### src/rtl/hamming_encoder_tx.sv
// hamming_encoder_tx: Hamming [7,4] encoder with a one-nibble holding register
// and an MSB-first serial transmitter with frame strobes.
// Optional feature macro: HAMMING_OVERALL_PARITY_EN appends an overall parity
// bit after c[0] (8-bit frames, SECDED at the receiver).
module hamming_encoder_tx #(
   parameter int unsigned BIT_CYCLES = 1
) (
   input  logic       clk,
   input  logic       rst,
   input  logic [3:0] data_in,
   input  logic       in_valid,
   output logic       in_ready,
   output logic       tx_bit,
   output logic       tx_valid,
   output logic       tx_first,
   output logic       tx_last,
   output logic [6:0] codeword,
   output logic       busy
);

`ifdef HAMMING_OVERALL_PARITY_EN
   localparam int unsigned FRAME_LEN = 8;
`else
   localparam int unsigned FRAME_LEN = 7;
`endif
   localparam int unsigned DATA_W = 4;
   localparam int unsigned CW_W   = 7;
   localparam int unsigned BIT_W  = 3;
   localparam int unsigned CYC_W  = (BIT_CYCLES > 1) ? $clog2(BIT_CYCLES) : 1;

   typedef enum logic {
      IDLE  = 1'b0,
      SHIFT = 1'b1
   } state_t;

   // Team bit layout: data in c[6:3], parity in c[2:0]
   function automatic logic [CW_W-1:0] encode(input logic [DATA_W-1:0] d);
      return {d[3], d[2], d[1], d[0],
              d[2] ^ d[1] ^ d[0],
              d[3] ^ d[1] ^ d[0],
              d[3] ^ d[2] ^ d[0]};
   endfunction

   // Serial frame image, MSB transmitted first
   function automatic logic [FRAME_LEN-1:0] frame_of(input logic [CW_W-1:0] cw);
`ifdef HAMMING_OVERALL_PARITY_EN
      return {cw, ^cw};
`else
      return cw;
`endif
   endfunction

   state_t               state_q,    state_d;
   logic [DATA_W-1:0]    hold_q,     hold_d;
   logic                 hold_full_q, hold_full_d;
   logic                 in_ready_q, in_ready_d;
   logic [FRAME_LEN-1:0] shreg_q,    shreg_d;
   logic [CYC_W-1:0]     cyc_cnt_q,  cyc_cnt_d;
   logic [BIT_W-1:0]     bit_cnt_q,  bit_cnt_d;
   logic [CW_W-1:0]      codeword_q, codeword_d;
   logic                 tx_bit_q,   tx_bit_d;
   logic                 tx_valid_q, tx_valid_d;
   logic                 tx_first_q, tx_first_d;
   logic                 tx_last_q,  tx_last_d;
   logic                 busy_q,     busy_d;

   // Next-state: handshake, frame sequencing and registered output values
   always_comb begin
      logic transfer;
      logic load;
      logic last_cyc;
      logic last_bit;

      state_d     = state_q;
      hold_d      = hold_q;
      hold_full_d = hold_full_q;
      shreg_d     = shreg_q;
      cyc_cnt_d   = cyc_cnt_q;
      bit_cnt_d   = bit_cnt_q;
      codeword_d  = codeword_q;
      load        = 1'b0;

      transfer = in_valid && in_ready_q;
      last_cyc = (cyc_cnt_q == CYC_W'(BIT_CYCLES - 1));
      last_bit = (bit_cnt_q == BIT_W'(FRAME_LEN - 1));

      case (state_q)
         IDLE: begin
            if (hold_full_q) load = 1'b1;
         end
         SHIFT: begin
            if (last_cyc) begin
               cyc_cnt_d = '0;
               if (last_bit) begin
                  if (hold_full_q) begin
                     load = 1'b1;
                  end else begin
                     state_d   = IDLE;
                     bit_cnt_d = '0;
                  end
               end else begin
                  shreg_d   = {shreg_q[FRAME_LEN-2:0], 1'b0};
                  bit_cnt_d = bit_cnt_q + BIT_W'(1);
               end
            end else begin
               cyc_cnt_d = cyc_cnt_q + CYC_W'(1);
            end
         end
         default: state_d = IDLE;
      endcase

      // Consuming the buffered nibble starts a new frame (also back-to-back)
      if (load) begin
         codeword_d  = encode(hold_q);
         shreg_d     = frame_of(encode(hold_q));
         hold_full_d = 1'b0;
         state_d     = SHIFT;
         cyc_cnt_d   = '0;
         bit_cnt_d   = '0;
      end

      // Transfer and load are exclusive: in_ready implies the buffer is empty
      if (transfer) begin
         hold_d      = data_in;
         hold_full_d = 1'b1;
      end

      in_ready_d = ~hold_full_d;
      tx_valid_d = (state_d == SHIFT);
      tx_bit_d   = tx_valid_d && shreg_d[FRAME_LEN-1];
      tx_first_d = tx_valid_d && (bit_cnt_d == '0);
      tx_last_d  = tx_valid_d && (bit_cnt_d == BIT_W'(FRAME_LEN - 1));
      busy_d     = tx_valid_d || hold_full_d;
   end

   // State and output registers; reset aborts any frame and empties the buffer
   always_ff @(posedge clk or posedge rst) begin
      if (rst) begin
         state_q     <= IDLE;
         hold_q      <= '0;
         hold_full_q <= 1'b0;
         in_ready_q  <= 1'b0;
         shreg_q     <= '0;
         cyc_cnt_q   <= '0;
         bit_cnt_q   <= '0;
         codeword_q  <= '0;
         tx_bit_q    <= 1'b0;
         tx_valid_q  <= 1'b0;
         tx_first_q  <= 1'b0;
         tx_last_q   <= 1'b0;
         busy_q      <= 1'b0;
      end else begin
         state_q     <= state_d;
         hold_q      <= hold_d;
         hold_full_q <= hold_full_d;
         in_ready_q  <= in_ready_d;
         shreg_q     <= shreg_d;
         cyc_cnt_q   <= cyc_cnt_d;
         bit_cnt_q   <= bit_cnt_d;
         codeword_q  <= codeword_d;
         tx_bit_q    <= tx_bit_d;
         tx_valid_q  <= tx_valid_d;
         tx_first_q  <= tx_first_d;
         tx_last_q   <= tx_last_d;
         busy_q      <= busy_d;
      end
   end

   assign in_ready = in_ready_q;
   assign tx_bit   = tx_bit_q;
   assign tx_valid = tx_valid_q;
   assign tx_first = tx_first_q;
   assign tx_last  = tx_last_q;
   assign codeword = codeword_q;
   assign busy     = busy_q;

endmodule
### config.mk
export PLATFORM = sky130hd
export DESIGN_NAME = hamming_encoder_tx
export DESIGN_NICKNAME = d
export VERILOG_FILES = /design/src/rtl/hamming_encoder_tx.sv
export SDC_FILE = /design/constraint.sdc
export NUM_CORES = 1
export LEC_CHECK = 0
export ABC_AREA = 1
export CORE_UTILIZATION = 30
export DETAILED_ROUTE_END_ITERATION = 6
export HOLD_SLACK_MARGIN = 0.1
export PLACE_DENSITY = 0.6
export SKIP_LAST_GASP = 1
export SLEW_MARGIN = 20
export SYNTH_ARGS = -nofsm -noshare
export SYNTH_HDL_FRONTEND = slang
export SYNTH_SLANG_ARGS = --single-unit
export TNS_END_PERCENT = 50
### constraint.sdc
create_clock -name clk -period 3 [get_ports clk]
set_clock_uncertainty 0.2 [all_clocks]
set_input_delay 0.6 -clock clk [delete_from_list [all_inputs] [get_ports clk]]
set_output_delay 0.6 -clock clk [all_outputs]
set_load 0.02 [all_outputs]
==> results.json <==
{
  "antenna_found_initial": 0,
  "drive_above_1_share_pct": 8.55,
  "fmaxAchievable_mhz": 460,
  "drc": 0,
  "regArea_sq_um": 676,
  "yosysUniqueCellTypes": 19,
  "insertedDiodeCount": 0,
  "maxCapViolCount": 0,
  "place_area_sq_um": 1420,
  "grt_pass1_vias": 864,
  "crit_type": "reg -> out",
  "place_congestion": 0.808,
  "layout_commonest_cell": "nand2_1",
  "nFillCells": 386,
  "instances_no_fill": 200,
  "rows": 22,
  "die_y_um": 64.4,
  "max_stage_delay_ns": 0.64,
  "core_sq_um": 3690,
  "multi_input_area_sq_um": 424,
  "die-width_um": 64.4,
  "stdcell_area_sq_um": 1470,
  "synth_edf_count": 0,
  "cts_tree": "built",
  "finalSetupViolCount": 0,
  "h-tree-depth": 1,
  "wire_per_inst_um": 10.5,
  "dpl.hpwl_um": 1520,
  "drtAntennaViolNets": 0,
  "maxSlewViolCount": 0,
  "ys_seq_elements": 27,
  "start_util_pct": 31.7,
  "cts.reportedPaths.clkPinSlew_ns": 0.09,
  "cts-resized-gates": 0,
  "synth_top_cells_by_area": "dfrtp_1 58%, nand2_1 17%, nand3_1 4.7%",
  "syn_area_sq_um": 1170,
  "yosysSeqAreaShare_pct": 57.8,
  "ys_warn_count": 0,
  "cts-root-buf": "clkbuf_8",
  "num_vias": 873,
  "synth_top_area_share_pct": 57.8,
  "crit_path_end_kind": "output port",
  "ioPinCount": 20,
  "leakage_nw": 0.761,
  "start_kind": "register",
  "power_density_nw_per_um2": 1100,
  "wl_um": 2100,
  "totalNegativeSetupSlack_ns": 0,
  "synth_top_flop_cell": "dfrtp_1",
  "overflow": 0,
  "synthesis.nets": 138,
  "syn_avg_cell_area_sq_um": 9.07,
  "holdWs_ns": 0.273,
  "ctsHoldBuffers": 0,
  "grt_setup_unrepaired": "no",
  "crit_required_ns": 2.20,
  "grt.total_usage_pct": 11.8,
  "areaGrowthSynthToFinish_pct": 25.5,
  "regToRegSetupSlack_ns": 1.40,
  "nets": 162,
  "cts_setup_buffers": 0,
  "grt_pass1_wl_um": 3710,
  "cp_slowest_cell": "clkdlybuf4s50_1",
  "hold_class": "reg -> reg",
  "ir_worst_vdd_mv": 0.409,
  "fin_crit_sh_pct": 72.5,
  "cts_made_buffers": 3,
  "crit_family": "buffers and inverters",
  "clkLatencyLatePin_ns": 0.28,
  "path_cells": "clkdlybuf4s50_1",
  "period_minus_slack_ns": 2.18,
  "cts.sinks": 27,
  "mostFrequentLayoutCells": "52 x nand2_1, 27 x dfrtp_1, 19 x clkdlybuf4s50_1",
  "arrival_ns": 1.38,
  "status": "completed",
  "post-route-util_pct": 39.8,
  "crit_fanout": 5,
  "hold_violations": 0,
  "worst_pin_slew_ns": 0.340,
  "postSynthCellCount": 129,
  "numPlacedInstances": 196,
  "portBuffers": 19,
  "die-area_sq_um": 4150,
  "path_buf_inv": 1,
  "grt_start_max_net_pins": 28,
  "firstDrtPassIters": 4,
  "async_flop_share_pct": 100,
  "vias_per_cell": 4.37,
  "cts_buffer_depth": 2,
  "synth_top_area_cell": "dfrtp_1",
  "relSlewSlack_pct": 77.3,
  "first_iter_violations": 28
}
final timing paths:
check	start	to	depth (start not counted)
setup / recovery	tx_valid	tx_valid	1
hold / removal	codeword[6]	codeword[6]	2
setup reg to reg	bit_cnt_q[0]	tx_last	9
hold reg to reg	codeword[6]	codeword[6]	2
max in group asynchronous	rst	codeword[6]	3
min in group asynchronous	rst	tx_first	3
cells in the mapped netlist, types with 2 or more instances:
master,count
xor2_1,2
a21oi_1,2
o21ai_0,2
nor2_1,5
ha_1,2
nand3_1,11
xnor2_1,2
inv_1,13
dfrtp_1,27
inv_4,2
nand2_1,52
mux2_2,2
sequential cells by signal, indices dropped and copies added, names as in the netlist:
name,cells
bit_cnt_q,3
busy,1
codeword,7
hold_full_q,1
hold_q,4
in_ready,1
shreg_q,6
tx_bit,1
tx_first,1
tx_last,1
tx_valid,1
routing by layer:
metal / part of all wire, % / vias to the layer above / track usage (%) / wire length, um
li1: - / 441 / - / -
met1: 49 / 410 / 14.9 / 1020
met2: 45 / 19 / 18.4 / 944
met4: 2.3 / 0 / 7.78 / 49
met3: 3.7 / 3 / 2.29 / 78
met5: 0 / - / 0 / 0
metrics by stage:
step           setup slack, ns  power (mW)
3_3_place_gp              1.11        1.41
3_5_place_dp              1.09        1.43
4_1_cts                  0.810        1.64
2_1_floorplan             1.56        1.17
6_report                 0.824        1.62
5_1_grt                  0.766        1.76
final cells by class:
| type | instances | share of cell area, % |
|---|---|---|
| Multi-Input combinational cell | 85 | 28.9 |
| Tap cell | 48 | 4.09 |
| Inverter | 16 | 4.43 |
| Timing Repair Buffer | 20 | 13.5 |
| Clock buffer | 4 | 3.07 |
| Sequential cell | 27 | 46.0 |
power by group:
part           switching, mW  internal (mW)  total, mW
Clock                  0.109         0.0953      0.204
Combinational          0.447          0.324      0.771
Sequential             0.121          0.523      0.643
cells by family after synthesis:
kind of cell	share of synthesized area [%]
compound gates	2.46
fa+ha+maj	2.14
xor+xnor	3.00
mux	1.92
flops	57.8
simple gates	26.7
buf+inv	5.99
Power figures use the tool's default switching activity.
